===== config.mk =====
export PLATFORM = sky130hd
export DESIGN_NAME = auto_focus_search
export DESIGN_NICKNAME = d
export VERILOG_FILES = /design/src/rtl/auto_focus_search_pkg.sv /design/src/rtl/auto_focus_search_timer.sv /design/src/rtl/auto_focus_search.sv
export SDC_FILE = /design/constraint.sdc
export NUM_CORES = 1
export LEC_CHECK = 0
export CELL_PAD_IN_SITES_DETAIL_PLACEMENT = 0
export CELL_PAD_IN_SITES_GLOBAL_PLACEMENT = 2
export CORE_ASPECT_RATIO = 0.6
export CORE_MARGIN = 2
export CORE_UTILIZATION = 38
export DETAILED_ROUTE_END_ITERATION = 12
export PLACE_DENSITY = 0.9
export SLEW_MARGIN = 20
export SYNTH_ARGS = -nofsm -noshare
export SYNTH_HDL_FRONTEND = slang
export SYNTH_SLANG_ARGS = --single-unit

===== constraint.sdc =====
create_clock -name clk -period 6.92 [get_ports clk]
set_input_delay 1.384 -clock clk [delete_from_list [all_inputs] [get_ports clk]]
set_output_delay 1.384 -clock clk [all_outputs]
set_load 0.05 [all_outputs]

===== src/rtl/auto_focus_search_pkg.sv =====
// Shared definitions for the auto-focus contrast search.
//   af_state_t : search controller states
//   af_phase_t : scan pass (coarse sweep, then fine sweep around the coarse peak)
//   CYC_50MS / CYC_100MS : clk cycle counts at 59 MHz
//   TMR_W      : width of the shared settle / frame-timeout counter
package auto_focus_search_pkg;

    typedef enum logic [2:0] {
        IDLE,
        MOVE,
        WAIT_MOT,
        SETTLE,
        SKIP,
        MEASURE,
        PARK,
        FAIL
    } af_state_t;

    typedef enum logic {
        COARSE,
        FINE
    } af_phase_t;

    localparam int unsigned CLK_HZ    = 59_000_000;
    localparam int unsigned CYC_50MS  = 2_950_000;
    localparam int unsigned CYC_100MS = 5_900_000;
    localparam int unsigned TMR_W     = 32;

endpackage


===== src/rtl/auto_focus_search_timer.sv =====
// af_cycle_timer: loadable down-counter with terminal-count flag.
//   clk, rst (sync, active-low)
//   load     : load load_val this cycle (takes priority over counting)
//   load_val : start value; tc asserts load_val cycles after the load
//   tc       : count has reached zero (holds there)
module af_cycle_timer
    import auto_focus_search_pkg::*;
#(
    parameter int unsigned W = TMR_W
) (
    input  logic         clk,
    input  logic         rst,
    input  logic         load,
    input  logic [W-1:0] load_val,
    output logic         tc
);

    logic [W-1:0] count;

    always_ff @(posedge clk) begin
        if (!rst) begin
            count <= '0;
        end else if (load) begin
            count <= load_val;
        end else if (count != '0) begin
            count <= count - W'(1);
        end
    end

    assign tc = (count == '0);

endmodule


===== src/rtl/auto_focus_search.sv =====
// auto_focus_search: two-pass contrast search for the focus motor.
// A coarse sweep (step COARSE_STEP over 0..POS_MAX) is followed by a unit-step
// sweep of +/-COARSE_STEP around the coarse peak; the lens is then parked at
// the best position found.
//   clk, rst           : clock, synchronous active-low reset
//   auto_focus_trig    : start request (rising edge)
//   auto_focus_active  : 0 aborts a running search
//   frame_done         : end-of-frame pulse, sharp_metric valid with it
//   pos_cmd/pos_valid/pos_ready : absolute position command handshake
//   motor_done         : motor reached the commanded position
//   focus_pos          : last position accepted by the motor
//   af_busy            : search in progress
//   af_done / af_fail  : single-cycle completion / failure pulses
module auto_focus_search
    import auto_focus_search_pkg::*;
#(
    parameter int unsigned POS_W       = 8,
    parameter int unsigned POS_MAX     = 240,
    parameter int unsigned COARSE_STEP = 16,
    parameter int unsigned METRIC_W    = 24,
    parameter int unsigned SETTLE_CYC  = CYC_50MS,
    parameter int unsigned FRAME_TMO   = CYC_100MS
) (
    input  logic                clk,
    input  logic                rst,
    input  logic                auto_focus_trig,
    input  logic                auto_focus_active,
    input  logic                frame_done,
    input  logic [METRIC_W-1:0] sharp_metric,
    output logic [POS_W-1:0]    pos_cmd,
    output logic                pos_valid,
    input  logic                pos_ready,
    input  logic                motor_done,
    output logic [POS_W-1:0]    focus_pos,
    output logic                af_busy,
    output logic                af_done,
    output logic                af_fail
);

    // Scan arithmetic runs one bit wider so target+step cannot wrap.
    localparam logic [POS_W:0] MAX_X  = (POS_W+1)'(POS_MAX);
    localparam logic [POS_W:0] STEP_X = (POS_W+1)'(COARSE_STEP);

    af_state_t            state,       state_nxt;
    af_phase_t            phase,       phase_nxt;
    logic                 parking,     parking_nxt;
    logic [POS_W-1:0]     target,      target_nxt;
    logic [POS_W-1:0]     step,        step_nxt;
    logic [POS_W-1:0]     scan_hi,     scan_hi_nxt;
    logic [METRIC_W-1:0]  best_metric, best_metric_nxt;
    logic [POS_W-1:0]     best_pos,    best_pos_nxt;
    logic [POS_W-1:0]     focus_q,     focus_nxt;
    logic                 trig_q;
    logic                 armed;
    logic                 trig_edge;

    logic [METRIC_W-1:0]  meas_best;
    logic [POS_W-1:0]     meas_pos;
    logic [POS_W:0]       sum_x;
    logic [POS_W:0]       fine_lo_x;
    logic [POS_W:0]       fine_hi_x;

    logic                 tmr_load;
    logic [TMR_W-1:0]     tmr_val;
    logic                 tmr_tc;

    logic                 pos_valid_c;
    logic                 af_done_c;
    logic                 af_fail_c;

    af_cycle_timer #(
        .W (TMR_W)
    ) u_timer (
        .clk      (clk),
        .rst      (rst),
        .load     (tmr_load),
        .load_val (tmr_val),
        .tc       (tmr_tc)
    );

    // trig_q alone clears to 0 in reset, so a trig held high through reset
    // would look like an edge; armed requires trig to be seen low first.
    assign trig_edge = armed && auto_focus_trig && !trig_q;

    always_ff @(posedge clk) begin
        if (!rst) begin
            state       <= IDLE;
            phase       <= COARSE;
            parking     <= 1'b0;
            target      <= '0;
            step        <= '0;
            scan_hi     <= '0;
            best_metric <= '0;
            best_pos    <= '0;
            focus_q     <= '0;
            trig_q      <= 1'b0;
            armed       <= 1'b0;
        end else begin
            state       <= state_nxt;
            phase       <= phase_nxt;
            parking     <= parking_nxt;
            target      <= target_nxt;
            step        <= step_nxt;
            scan_hi     <= scan_hi_nxt;
            best_metric <= best_metric_nxt;
            best_pos    <= best_pos_nxt;
            focus_q     <= focus_nxt;
            trig_q      <= auto_focus_trig;
            armed       <= armed || !auto_focus_trig;
        end
    end

    always_comb begin
        state_nxt       = state;
        phase_nxt       = phase;
        parking_nxt     = parking;
        target_nxt      = target;
        step_nxt        = step;
        scan_hi_nxt     = scan_hi;
        best_metric_nxt = best_metric;
        best_pos_nxt    = best_pos;
        focus_nxt       = focus_q;
        tmr_load        = 1'b0;
        tmr_val         = '0;
        pos_valid_c     = 1'b0;
        af_done_c       = 1'b0;
        af_fail_c       = 1'b0;
        meas_best       = best_metric;
        meas_pos        = best_pos;
        sum_x           = {1'b0, target} + {1'b0, step};
        fine_lo_x       = '0;
        fine_hi_x       = '0;

        case (state)
            IDLE: begin
                if (trig_edge && auto_focus_active) begin
                    state_nxt       = MOVE;
                    phase_nxt       = COARSE;
                    parking_nxt     = 1'b0;
                    target_nxt      = '0;
                    step_nxt        = POS_W'(COARSE_STEP);
                    scan_hi_nxt     = POS_W'(POS_MAX);
                    best_metric_nxt = '0;
                    best_pos_nxt    = '0;
                end
            end

            MOVE: begin
                // Gated by active so an abort drops the request immediately.
                pos_valid_c = auto_focus_active;
                if (auto_focus_active && pos_ready) begin
                    focus_nxt = target;
                    state_nxt = WAIT_MOT;
                end
            end

            WAIT_MOT: begin
                if (motor_done) begin
                    if (parking) begin
                        state_nxt = PARK;
                    end else begin
                        state_nxt = SETTLE;
                        tmr_load  = 1'b1;
                        tmr_val   = TMR_W'(SETTLE_CYC - 1);
                    end
                end
            end

            SETTLE: begin
                if (tmr_tc) begin
                    state_nxt = SKIP;
                    tmr_load  = 1'b1;
                    tmr_val   = TMR_W'(FRAME_TMO - 1);
                end
            end

            SKIP: begin
                if (frame_done) begin
                    state_nxt = MEASURE;
                    tmr_load  = 1'b1;
                    tmr_val   = TMR_W'(FRAME_TMO - 1);
                end else if (tmr_tc) begin
                    state_nxt = FAIL;
                end
            end

            MEASURE: begin
                if (frame_done) begin
                    if (sharp_metric > best_metric) begin
                        meas_best = sharp_metric;
                        meas_pos  = target;
                    end
                    best_metric_nxt = meas_best;
                    best_pos_nxt    = meas_pos;
                    fine_lo_x = ({1'b0, meas_pos} >= STEP_X) ?
                                ({1'b0, meas_pos} - STEP_X) : '0;
                    fine_hi_x = {1'b0, meas_pos} + STEP_X;
                    if (fine_hi_x > MAX_X) begin
                        fine_hi_x = MAX_X;
                    end

                    if (sum_x <= {1'b0, scan_hi}) begin
                        target_nxt = sum_x[POS_W-1:0];
                        state_nxt  = MOVE;
                    end else if (phase == COARSE) begin
                        if (meas_best == '0) begin
                            state_nxt = FAIL;
                        end else begin
                            phase_nxt   = FINE;
                            step_nxt    = POS_W'(1);
                            target_nxt  = fine_lo_x[POS_W-1:0];
                            scan_hi_nxt = fine_hi_x[POS_W-1:0];
                            state_nxt   = MOVE;
                        end
                    end else begin
                        // Park reuses MOVE/WAIT_MOT; WAIT_MOT routes to PARK.
                        parking_nxt = 1'b1;
                        target_nxt  = meas_pos;
                        state_nxt   = MOVE;
                    end
                end else if (tmr_tc) begin
                    state_nxt = FAIL;
                end
            end

            PARK: begin
                af_done_c = 1'b1;
                state_nxt = IDLE;
            end

            FAIL: begin
                af_fail_c = 1'b1;
                state_nxt = IDLE;
            end

            default: begin
                state_nxt = IDLE;
            end
        endcase

        if (state != IDLE && state != FAIL && !auto_focus_active) begin
            state_nxt = FAIL;
        end
    end

    assign pos_cmd   = target;
    assign pos_valid = pos_valid_c;
    assign focus_pos = focus_q;
    assign af_busy   = (state != IDLE);
    assign af_done   = af_done_c;
    assign af_fail   = af_fail_c;

endmodule


# Word-level counts from Yosys, hierarchy flattened
# Cells that the tools add are included.
op_classes:
  n_mux: 69
  magnitude_cmp: 4
  eq_ne: 19
  n_addsub: 4
  n_reduce_logical: 25
op_table:
  columns: ["op", "n"]
  rows:
  - ["8-bit two-way mux", 21]
  - ["24-bit two-way mux", 5]
  - ["23-bit one-hot mux with 3 select lines", 1]
  - ["32-bit two-way mux", 2]
  - ["8-bit one-hot mux with 2 select lines", 4]
  - ["24-bit one-hot mux with 2 select lines", 1]
  - ["23-bit two-way mux", 2]
  - ["22-bit two-way mux", 2]
  - ["3-bit two-way mux", 12]
  - ["32-bit zero test", 1]
  - ["32-bit nonzero test", 1]
  - ["32-bit by 1-bit subtractor with 32-bit output (second input constant)", 1]
  - ["24-bit greater-than comparator", 1]
  - ["24-bit zero test", 1]
  - ["3-bit one-hot mux with 7 select lines", 1]
  - ["1-bit two-way mux", 15]
  - ["3-bit inequality test (second input constant)", 5]
  - ["3-bit equality test (second input constant)", 4]
  - ["2-bit inequality test (second input constant)", 6]
  - ["4-bit AND reduction", 3]
  - ["8-bit by 5-bit adder with 9-bit output (second input constant)", 1]
  - ["8-bit by 8-bit adder with 9-bit output", 1]
  - ["9-bit by 8-bit greater-than comparator with 1-bit output (second input constant)", 1]
  - ["9-bit by 8-bit less-or-equal comparator with 1-bit output", 1]
  - ["18 further kinds", 28]
word_totals:
  input_bits: 31
  output_inout_bits: 20
  regBits: 103
  wordCells: 133

# Longest topological paths before layout
# Gate-level depths: netlist of run 1.
depth:
  ltp_word: 12
  ltp_mapped: 18
  depth_no_buf: 17

# Cells and area by module
# From an unflattened synthesis of run 1, not the netlist that was laid out.
unflattened:
  hier_cells: 720
  area_unflattened_um2: 5858.1
by_module_without_submodules:
  columns: ["module", "seq_area_each_um2", "cells_per_inst", "area_each_um2", "instances"]
  rows:
  - ["auto_focus_search", 1301.2, 515, 4165.2, 1]
  - ["af_cycle_timer", 640.6, 205, 1692.9, 1]

# Worst setup path before layout of run 1
# OpenSTA, ideal clock, no wires.
synth_timing:
  path_kind: "input-to-reg"
  startpoint: "in sharp_metric[10]"
  endpoint: "reg target[5] (netlist: pos_cmd[5])"
  path_stages: 17
  setup_time_ns: 0.120
  required_ns: 6.800
  arrival_ns: 4.670
  setup_slack_ns: 2.130
  n_path_buf: 1
  cell_sequence: "ha_1 a41o_1 a21oi_1 nor4_1 or4_1 o21ai_1 buf_2 mux2_2 inv_1 ha_1 inv_1 nor2_1 o2111a_1 a311oi_1 a41o_1 and3_1 o31a_1"
synth_between:
  elab_chain_cells: 11
  word_cells_on_any_way: 18
  classes_between: "add/sub: 1; order compare: 2; eq/ne: 1; mux: 12; reduce/logical: 2"
synth_lines:
  columns: ["item", "line", "text"]
  rows:
  - ["start, declared", "auto_focus_search.sv:29", "input logic [METRIC_W-1:0] sharp_metric,"]
  - ["24-bit greater-than comparator", "auto_focus_search.sv:189", "if (sharp_metric > best_metric) begin"]
  - ["8-bit two-way mux", "auto_focus_search.sv:189", null]
  - ["8-bit two-way mux", "auto_focus_search.sv:188", "if (frame_done) begin"]
  - ["8-bit two-way mux", "auto_focus_search.sv:134", "case (state)"]
  - ["8-bit by 5-bit subtractor with 8-bit output or 8-bit by 5-bit >= comparator with 1-bit output (tied branches)", "auto_focus_search.sv:196, auto_focus_search.sv:195", null]
  - ["8-bit two-way mux", "auto_focus_search.sv:195", "fine_lo_x = ({1'b0, meas_pos} >= STEP_X) ?"]
  - ["8-bit two-way mux", "auto_focus_search.sv:206", "if (meas_best == '0) begin"]
  - ["8-bit two-way mux", "auto_focus_search.sv:205", "end else if (phase == COARSE) begin"]
  - ["8-bit two-way mux", "auto_focus_search.sv:202", "if (sum_x <= {1'b0, scan_hi}) begin"]
  - ["8-bit two-way mux", "auto_focus_search.sv:188", null]
  - ["8-bit one-hot mux with 2 select lines", "auto_focus_search.sv:134", null]
  - ["end signal, assigned", "auto_focus_search.sv:102", "target <= target_nxt;"]
  - ["end, declared", "auto_focus_search.sv:47", "logic [POS_W-1:0] target, target_nxt;"]
# Parallel ways exist; a longest one is shown, timed or not. The select of a mux whose other input is x is not followed.
# A chain may end at the register's enable or synchronous reset.

# Final worst setup path of run 1
layout_timing:
  startpoint: "in sharp_metric[17]"
  endpoint: "reg target[5] (netlist: pos_cmd[5])"
# The elaborated chain is that of the path after synthesis.

==> results.ini, run 1 <==
[status]
status = finished, final reports clean

[clocking]
ctsResizeCount = 0
numClockSinks = 97
path_clk_slew_ns = 0.07
clock_latency_ns = 0.35
cts_tree = done
htreeDepth = 3
post_cts_buffers = 0
hold_buffers = 0
root_buffer = clkbuf_16
clockBufferDepth = 2
cts-buffers-inserted = 9

[finish]
multi_input_area_mm2 = 0.003516
fin_nets = 800
layout_commonest_cell = dfxtp_1
layout_common_cells = 97 x dfxtp_1, 62 x nor2_1, 56 x a21oi_1
seq_area_mm2 = 0.001942
fin_cells = 930
drive_gt1_frac = 0.07104
insertedDiodeCount = 0
num-fill-cells = 1471
syn_to_final_growth_pct = 17.33

[critical_path]
rrSetupSlack_ns = 2.07
cp_slowest_cell = a311oi_1
critPathCapture = pos_cmd[5]
cp-startpoint = sharp_metric[17]
crit_path_end_kind = flop
cp_top_family = compound AO/OA/AOI/OAI gates
path_buf_inv = 4
cp.required_ns = 7.21
crit_path_max_fanout = 21
cpPeakStageDelay_ns = 0.78
crit_chain = clkdlybuf4s50_1 -> ha_1 -> a21o_1 -> nand3_1 -> a21oi_1 -> or4_1 -> o21ai_2 -> buf_4 -> mux2_2 -> inv_1 -> ha_1 -> inv_1 -> nor2_1 -> o2111a_1 -> a311oi_1 -> a41o_1 -> and3_1 -> o31a_1
r2r_end = pos_cmd[5]
cp_num_cells = 18
crit_arrival_ns = 5.76
regToRegStartpoint = pos_cmd[4]
reg2regPathDepth = 15
critical_path_class = in -> reg
setup.worst_path.start_class = primary input

[pwr]
switching_power_uw = 785.9
p_comb_frac = 0.376
clkPwrFrac = 0.266
p_leak_uw = 0.002494
intPower_uw = 1358
power.total_uw = 2144
switching_share = 0.3665
p_seq_frac = 0.359
ir_drop_v = 0.0001536
p_per_area_mw_per_mm2 = 318.4

[timing]
setup_viol = 0
rsz0062_at_grt = false
worst_pin_slew_ns = 1.052
fin_setup_tns_ns = 0
relSlewSlack = 0.2989
fin_skew_ns = 0.009070
post-route-period-util = 0.7909
drv_slew = 0
fin_ws_ns = 1.447
fmax_mhz = 182.7
finalWorstPathRequiredPeriod_ns = 5.473
hold_viol = 0

[placement]
gp_congestion = 0.9439
post-dp-hpwl_um = 12200
port_buffers = 50
dp.cells = 915
dp_slack_ns = 1.228

[global_routing]
track_usage = 0.2105
antenna_found_initial = 0
grt_overflow = 0
grt_pass1_wl_um = 26890
grt_pass1_vias = 4943
grt_start_max_net_pins = 44

[routing]
drt-pass1-iter-count = 5
vias = 5239
antenna_left = 0
vias_per_cell = 5.633
wl_um = 16510
drc = 0
drt_iter0_drc = 534
avgRoutedWirePerCell_um = 17.75

[job]
drv_cap = 0

[yosys]
syn-mean-instance-area_um2 = 8.189
synth_edf_count = 0
yosysWarnings = 0
async_flop_share = 0
synth.distinct_cells = 68
ys_seq_area_frac = 0.3383
synth_ff_type = dfxtp_1
syn-cell-area_mm2 = 0.005741
netlist_instances = 701
ys_ff_latch = 97
syn_nets = 773

[worst_hold_path]
hold_path_class = reg -> reg

[floorplanning]
placeableCoreArea_mm2 = 0.01463
die_w_um = 162.7
io-pin-count = 51
initial_utilization = 0.3923
die_area_mm2 = 0.01614
die-height_um = 99.21
rows = 34

-- registers in the layout (all words and copies together) (netlist names) --
register       flops
step               2
best_metric       24
parking            1
scan_hi            8
state              3
best_pos           8
u_timer.count     32
focus_pos          8
trig_q             1
phase              1
pos_cmd            8
armed              1
-- tightest hold or removal path, cell delays in order, from the launching register on --
cell      delay [ns]
dfxtp_1         0.31
nand2_1         0.05
a21boi_0        0.06
-- metal layers --
layer,part of all wire,up-vias,wire length [um],global-route usage
met5,0,-,0,0
met4,0.0084,0,138,0.03812
met3,0.069,15,1143,0.04462
met2,0.38,189,6243,0.2799
met1,0.54,2461,8983,0.3413
li1,-,2574,-,-
-- through the flow --
stage / cell area [um2] / hold WS, ns / util
floorplan: 5741 / 0.4353 / -
global placement: 6396 / 0.4456 / 0.4371
detailed placement: 6401 / 0.4630 / 0.4374
CTS: 6735 / 0.4729 / 0.4602
global route: 6735 / 0.4995 / 0.4602
finish: 6735 / 0.4695 / 0.4602
-- layout make-up --
cell class,instances,area share
clock inverter,5,0.01560
clock buffer,10,0.03400
sequential,97,0.2883
multi-input combinational,523,0.5220
timing repair buffer,55,0.07988
inverter,42,0.02341
tap,198,0.03678
-- how the worst min path moves through the flow --
stage | from | end | slack, ns | cells after the start
2_1_floorplan | armed | armed | 0.44 | 2
3_3_place_gp | armed | armed | 0.45 | 2
3_5_place_dp | step[0] | step[0] | 0.46 | 2
4_1_cts | step[0] | step[0] | 0.47 | 2
5_1_grt | best_metric[22] | best_metric[22] | 0.50 | 2
6_report | step[0] | step[0] | 0.47 | 2
-- cells in the mapped netlist (3+ instances only) --
cell type / n / area share
dfxtp_1: 97 / 0.34
nor2_1: 63 / 0.041
a21oi_1: 56 / 0.049
nand2_1: 55 / 0.036
ha_1: 41 / 0.089
inv_1: 41 / 0.027
nand3_1: 37 / 0.032
clkbuf_1: 36 / 0.024
nor4_1: 26 / 0.028
xnor2_1: 24 / 0.037
o21ai_0: 22 / 0.019
mux2i_1: 16 / 0.028
a21boi_0: 12 / 0.016
nor3_1: 12 / 0.010
xor2_1: 12 / 0.018
a22oi_1: 10 / 0.013
o21a_1: 10 / 0.013
nand4_1: 9 / 0.0098
or3_1: 8 / 0.0087
a21o_1: 6 / 0.0078
a31oi_1: 6 / 0.0065
and3_1: 6 / 0.0065
mux2_2: 6 / 0.012
or4_1: 6 / 0.0078
a32o_1: 5 / 0.0087
and2_1: 5 / 0.0054
nand2b_1: 5 / 0.0054
a211oi_1: 4 / 0.0052
nand3b_1: 4 / 0.0052
o31a_1: 4 / 0.0061
or2_2: 4 / 0.0044
o221a_2: 3 / 0.0059
or4_4: 3 / 0.0059
-- cells by family after synthesis --
family,Yosys count,share of synthesized area
compound gates,157,0.1789
xor+xnor,36,0.05493
fa+ha+maj,42,0.09111
buf+inv,81,0.05318
flops,97,0.3383
mux,22,0.03967
simple gates,266,0.2439
-- power groups by stage --
| stage | sequential (uW) | clock, uW | combinational (uW) |
|---|---|---|---|
| after floorplan | 740 | 0 | 627 |
| after global placement | 773 | 0 | 780 |
| after detailed placement | 779 | 0 | 795 |
| after CTS | 767 | 583 | 803 |
| after global routing | 787 | 602 | 898 |
| final | 769 | 570 | 805 |
Note: power is estimated with default switching activity, not from simulation.
==> run 2, diff against run 1 <==
CORE_UTILIZATION = 32   (was 38)
PLACE_DENSITY = 0.81   (was 0.9)
clock period = 4.5 ns   (was 6.92 ns; I/O delays follow)
==> run 2 against run 1 <==
  * Design area is 5.4% higher
  * Non-clock buffer count up 48
  * Hold slack worse by 0.0085 ns
  * Wire length rose by 6.2%
  * Final cell count increased by 9.1%
  * Critical path depth decreased by 2
  * Via count rose by 3.7%
  * Count of clock-buffer cells in the layout did not move
  * First-iteration DRC count fell by 22%
  * Clock power is 32% higher
  * Register-to-register slack got worse by 1.7 ns
  * Global-route usage shrank 2.1 points
  * Critical path type unchanged
==> results.ini, run 2 (same netlist as run 1, synthesis figures left out) <==
[routing]
vias_per_cell = 5.353  ; -5.0%
drt_iter0_drc = 415  ; -22%
antenna_left = 0  ; unchanged
vias = 5433  ; +3.7%
avgRoutedWirePerCell_um = 17.27  ; -2.7%
wl_um = 17530  ; +6.2%
drc = 0  ; unchanged
drt-pass1-iter-count = 5  ; unchanged

[finish]
top_regs = u_timer.count x32, best_metric x24
num-fill-cells = 1777  ; +21%
layout_common_cells = 97 x dfxtp_1, 62 x nor2_1, 56 x a21oi_1
insertedDiodeCount = 0  ; unchanged
multi_input_area_mm2 = 0.003526  ; +0.28%
largest_reg_flops = 32  ; unchanged
post-route-util = 0.4087  ; -0.05152
seq_area_mm2 = 0.001942  ; unchanged
syn_to_final_growth_pct = 23.61
largest-register = u_timer.count
fin_nets = 848  ; +6.0%
drive_gt1_frac = 0.1306  ; +0.05956
layout_commonest_cell = dfxtp_1

[job]
drv_cap = 0  ; unchanged

[floorplanning]
initial_utilization = 0.3307  ; -0.06160
die_w_um = 176.9  ; +8.8%
die_area_mm2 = 0.01906  ; +18%
io-pin-count = 51  ; unchanged
placeableCoreArea_mm2 = 0.01736  ; +19%
rows = 37  ; +8.8%
die-height_um = 107.7  ; +8.6%

[critical_path]
critical_path_class = in -> reg
setup.worst_path.start_class = primary input
crit_path_max_fanout = 6  ; -71%
crit_path_end_kind = flop
cp.required_ns = 4.80  ; -2.41 ns
crit_arrival_ns = 4.60  ; -1.16 ns

[clocking]
clockBufferDepth = 2  ; unchanged
numClockSinks = 97  ; unchanged
cts-buffers-inserted = 9  ; unchanged
hold_buffers = 0  ; unchanged
htreeDepth = 3  ; unchanged
root_buffer = clkbuf_16
clock_latency_ns = 0.36  ; about the same
path_clk_slew_ns = 0.07  ; about the same
cts_tree = done

[pwr]
ir_drop_v = 0.0002379  ; +55%
p_per_area_mw_per_mm2 = 453.1  ; +42%
p_comb_frac = 0.400  ; +0.024
intPower_uw = 1960  ; +44%
power.total_uw = 3215  ; +50%
p_leak_uw = 0.002703  ; +8.4%
p_seq_frac = 0.367  ; +0.008
clkPwrFrac = 0.233  ; -0.033
switching_power_uw = 1255  ; +60%
switching_share = 0.3904  ; +0.02389

[timing]
rsz0062_at_grt = false
fmax_mhz = 232.5
fin_ws_ns = 0.1986  ; -1.248 ns
finalWorstPathRequiredPeriod_ns = 4.301
setup_viol = 0  ; unchanged
post-route-period-util = 0.9559
relSlewSlack = 0.5278  ; +0.2289
hold_viol = 0  ; unchanged
fin_skew_ns = 0.01698  ; +0.007915 ns
worst_pin_slew_ns = 0.7018  ; -0.3499 ns
drv_slew = 0  ; unchanged

[global_routing]
grt_pass1_vias = 5163  ; +4.5%
antenna_found_initial = 0  ; unchanged
grt_overflow = 0  ; unchanged
grt_pass1_wl_um = 28050  ; +4.3%
track_usage = 0.1896  ; -0.02091
grt_start_max_net_pins = 44  ; unchanged

[worst_hold_path]
hold_path_class = reg -> reg

[placement]
port_buffers = 50  ; unchanged
post-dp-hpwl_um = 13320  ; +9.2%
gp_congestion = 0.8848  ; -6.3%
dp_slack_ns = -0.1105  ; -1.338 ns

[status]
status = finished, final reports clean

==> run 2: cell count changes in the layout (fill, tap and decap cells not counted), sizes merged <==
cell / delta
buf: +48
bufinv: -3
clkinv: +1
inv: +3
==> run 2: per-layer routing <==
layer,track usage,wire length (um),part of all wire,up-vias
met2,0.2467,6613,0.38,146
li1,-,-,-,2671
met1,0.2988,9656,0.55,2606
met5,0,0,0,-
met4,0.03542,128,0.0073,0
met3,0.05438,1129,0.064,10
==> run 2: worst max-delay path, cell delays in order <==
cell and delay [ns]:
clkdlybuf4s50_1 0.44, ha_1 0.33, a21o_1 0.16, nand3_1 0.08
a21oi_1 0.09, or4_1 0.61, o21ai_4 0.21, mux2_2 0.37
buf_4 0.16, ha_1 0.21, nand3_1 0.09, mux2i_1 0.09
or3_1 0.31, a211oi_1 0.22, buf_4 0.19, a32o_1 0.13
==> run 2: power by group through the flow <==
stage / Sequential, uW / Clock [uW] / Combinational, uW
after floorplan: 1140 / 0 / 964
after global placement: 1190 / 0 / 1250
after detailed placement: 1190 / 0 / 1270
after CTS: 1180 / 773 / 1280
after global routing: 1200 / 801 / 1430
final: 1180 / 751 / 1290
==> run 2: worst paths after layout <==
check / start / end / slack (ns) / depth (start not counted)
setup / recovery: sharp_metric[17] / scan_hi[0] / 0.20 / 16
hold / removal: armed / armed / 0.46 / 2
setup reg to reg: pos_cmd[4] / pos_cmd[7] / 0.36 / 16
hold reg to reg: armed / armed / 0.46 / 2
==> run 2: layout make-up <==
cell class | instances | area share
Inverter | 42 | 0.02222
Sequential cell | 97 | 0.2737
Clock buffer | 10 | 0.03227
Multi-Input combinational cell | 523 | 0.4969
Clock inverter | 6 | 0.007053
Tap cell | 234 | 0.04126
Timing Repair Buffer | 103 | 0.1266
==> run 2: what timing repair did <==
item / 4_1_cts / 5_1_grt
endpoints found under the setup margin: 0 / 5
resized for setup: 0 / 3
hold endpoints to repair: 0 / 0
buffers inserted: 0 / 0
==> run 2: through the flow <==
| step | hold WS (ns) | std cells | setup TNS [ns] | instance area [um2] |
|---|---|---|---|---|
| 3_3_place_gp | 0.4495 | 999 | 0 | 6797 |
| 2_1_floorplan | 0.4353 | 701 | 0 | 5741 |
| 4_1_cts | 0.4676 | 1015 | 0 | 7076 |
| 6_report | 0.4611 | 1015 | 0 | 7096 |
| 3_5_place_dp | 0.4564 | 999 | -0.6264 | 6797 |
| 5_1_grt | 0.4967 | 1015 | 0 | 7096 |
==> run 3, diff against run 2 <==
CTS_CLUSTER_SIZE = 12   (was unset)
SYNTH_HIERARCHICAL = 1   (was unset)
==> run 3 against run 2 <==
  * Fmax increased by 4.7%
  * Design area decreased by 0.88%
  * Register-to-register slack improved by 0.31 ns
  * Critical path type unchanged
  * Critical endpoint is now pos_cmd[6]
==> results.ini, run 3 <==
[clocking]
clock_latency_ns = 0.36  ; about the same
ctsResizeCount = 0  ; unchanged
path_clk_slew_ns = 0.07  ; about the same
cts-buffers-inserted = 9  ; unchanged
cts_tree = done
numClockSinks = 97  ; unchanged
root_buffer = clkbuf_16
hold_buffers = 0  ; unchanged
clockBufferDepth = 2  ; unchanged
htreeDepth = 3  ; unchanged
post_cts_buffers = 0  ; unchanged

[critical_path]
crit_arrival_ns = 4.39  ; -0.21 ns
setup.worst_path.start_class = primary input
critical_path_class = in -> reg
crit_path_end_kind = flop
crit_path_max_fanout = 6  ; unchanged
cp.required_ns = 4.78  ; -0.02 ns

[timing]
post-route-period-util = 0.9133  ; -0.04253
finalWorstPathRequiredPeriod_ns = 4.110  ; -0.1914 ns
drv_slew = 0  ; unchanged
setup_viol = 0  ; unchanged
fin_skew_ns = 0.01233  ; -0.004658 ns
hold_viol = 0  ; unchanged
relSlewSlack = 0.2792  ; -0.2486
worst_pin_slew_ns = 1.081  ; +0.3794 ns
rsz0062_at_grt = false
fmax_mhz = 243.3  ; +4.7%
fin_setup_tns_ns = 0  ; unchanged

[finish]
largest_reg_flops = 32  ; unchanged
post-route-util = 0.3903  ; -0.01843
insertedDiodeCount = 0  ; unchanged
num-fill-cells = 1801  ; +1.4%
syn_to_final_growth_pct = 20.06
layout_commonest_cell = dfxtp_1
largest-register = u_timer/count
layout_common_cells = 97 x dfxtp_1, 81 x nor2_1, 56 x nand2_1
top_regs = u_timer/count x32, best_metric x24
stdcell_area_mm2 = 0.007033  ; -0.88%
fin_nets = 854  ; +0.71%
drive_gt1_frac = 0.08629  ; -0.04431

[routing]
drt_iter0_drc = 385  ; -7.2%
vias = 5509  ; +1.4%
drc = 0  ; unchanged
vias_per_cell = 5.359  ; +0.12%
antenna_left = 0  ; unchanged
drt-pass1-iter-count = 5  ; unchanged
avgRoutedWirePerCell_um = 16.85  ; -2.4%
wl_um = 17320  ; -1.2%

[yosys]
yosysWarnings = 6  ; +6
syn-mean-instance-area_um2 = 8.136  ; -0.64%
ys_seq_area_frac = 0.3315  ; -0.006791
yosys.area.top_type_share = 0.3315  ; -0.006791
synth_commonest_cells = 97 x dfxtp_1, 81 x nor2_1, 56 x nand2_1
yosysMostFrequentCell = dfxtp_1
syn-cell-area_mm2 = 0.005858  ; +2.0%
netlist_instances = 720  ; +2.7%
synth_edf_count = 0  ; unchanged
ys_ff_latch = 97  ; unchanged
async_flop_share = 0  ; unchanged
yosysTopAreaCell = dfxtp_1
synth.distinct_cells = 69  ; +1.5%
yosys-top-cells-area = dfxtp_1 33%, ha_1 8.5%, nor2_1 5.2%
synth_ff_type = dfxtp_1

[placement]
gp_congestion = 0.8534  ; -3.5%
port_buffers = 50  ; unchanged
placed_area_mm2 = 0.006746  ; -0.74%
post-dp-hpwl_um = 12960  ; -2.7%

[floorplanning]
die-height_um = 108.8  ; +0.98%
die_area_mm2 = 0.01944  ; +2.0%
placeableCoreArea_mm2 = 0.01802  ; +3.8%
io-pin-count = 51  ; unchanged
rows = 38  ; +2.7%
initial_utilization = 0.3251  ; -0.005573
die_w_um = 178.7  ; +1.0%

[global_routing]
track_usage = 0.1866  ; -0.002974
grt_pass1_vias = 5135  ; -0.54%
grt_overflow = 0  ; unchanged
antenna_found_initial = 0  ; unchanged
grt_start_max_net_pins = 33  ; -25%
grt_pass1_wl_um = 28170  ; +0.42%

[status]
status = finished, final reports clean

[worst_hold_path]
hold_path_class = reg -> reg

[pwr]
ir_drop_v = 0.0002466  ; +3.6%
p_per_area_mw_per_mm2 = 472.9  ; +4.4%
p_leak_uw = 0.002649  ; -2.0%

[job]
drv_cap = 0  ; unchanged

run 3: worst max-delay path: stages:
cell	delay, ns
clkdlybuf4s50_1	0.47
ha_1	0.35
nand4_1	0.22
nor4_4	0.38
a22oi_1	0.17
nand4_1	0.16
nand2_1	0.15
mux2i_1	0.19
ha_1	0.25
nand2_1	0.12
nor3_1	0.06
mux2i_1	0.14
a22oi_1	0.10
buf_4	0.17
or2_2	0.33
o22ai_1	0.19
run 3: stage by stage:
step / hold WS (ns) / total power [uW] / setup slack [ns] / instances
2_1_floorplan: 0.4302 / 2198 / 0.5046 / 733
3_3_place_gp: 0.4389 / 2510 / 0.2196 / 1012
3_5_place_dp: 0.4508 / 2540 / 0.06558 / 1012
4_1_cts: 0.4625 / 3326 / 0.4274 / 1028
5_1_grt: 0.4980 / 3550 / 0.1387 / 1028
6_report: 0.4624 / 3326 / 0.3900 / 1028
run 3: kinds of logic (layout without fill, tap and decap cells):
kind of cell,Yosys count,in the layout,synth area share
simple gates,272,272,0.2392
other cells,1,14,0.0006401
buf+inv,83,138,0.05703
flops,97,97,0.3315
fa+ha+maj,40,40,0.08543
xor+xnor,38,38,0.05681
compound gates,172,172,0.1993
mux,17,17,0.03012
run 3: metal layers:
layer / up-vias / wire length [um] / track usage
met5: - / 0 / 0
met4: 0 / 145 / 0.04065
met3: 13 / 904 / 0.03940
met2: 147 / 6382 / 0.2432
met1: 2626 / 9887 / 0.3015
li1: 2723 / - / -
run 3: power by group:
part | switching [uW] | internal (uW) | leakage, uW
registers | 165 | 999 | 0.000787
logic | 777 | 607 | 0.00172
clock network | 389 | 388 | 0.000140
total | 1330 | 1990 | 0.00265
run 3: worst paths after layout:
path	to	start	cells past startpoint	slack [ns]
worst max register to register	scan_hi[3]	step[4]	14	0.67
worst max-delay path	pos_cmd[6]	sharp_metric[19]	16	0.39
worst min-delay path	armed	armed	2	0.46
worst min register to register	armed	armed	2	0.46
run 3: cell type report:
cell class,instances,area [um2],area share
multi-input cells,553,3631,0.5163
clock buffers,9,225.2,0.03202
well taps,240,300.3,0.04270
repair buffers,76,695.7,0.09891
flip-flops and latches,97,1942,0.2761
inverters,46,177.7,0.02526
clock inverters,7,61.31,0.008717
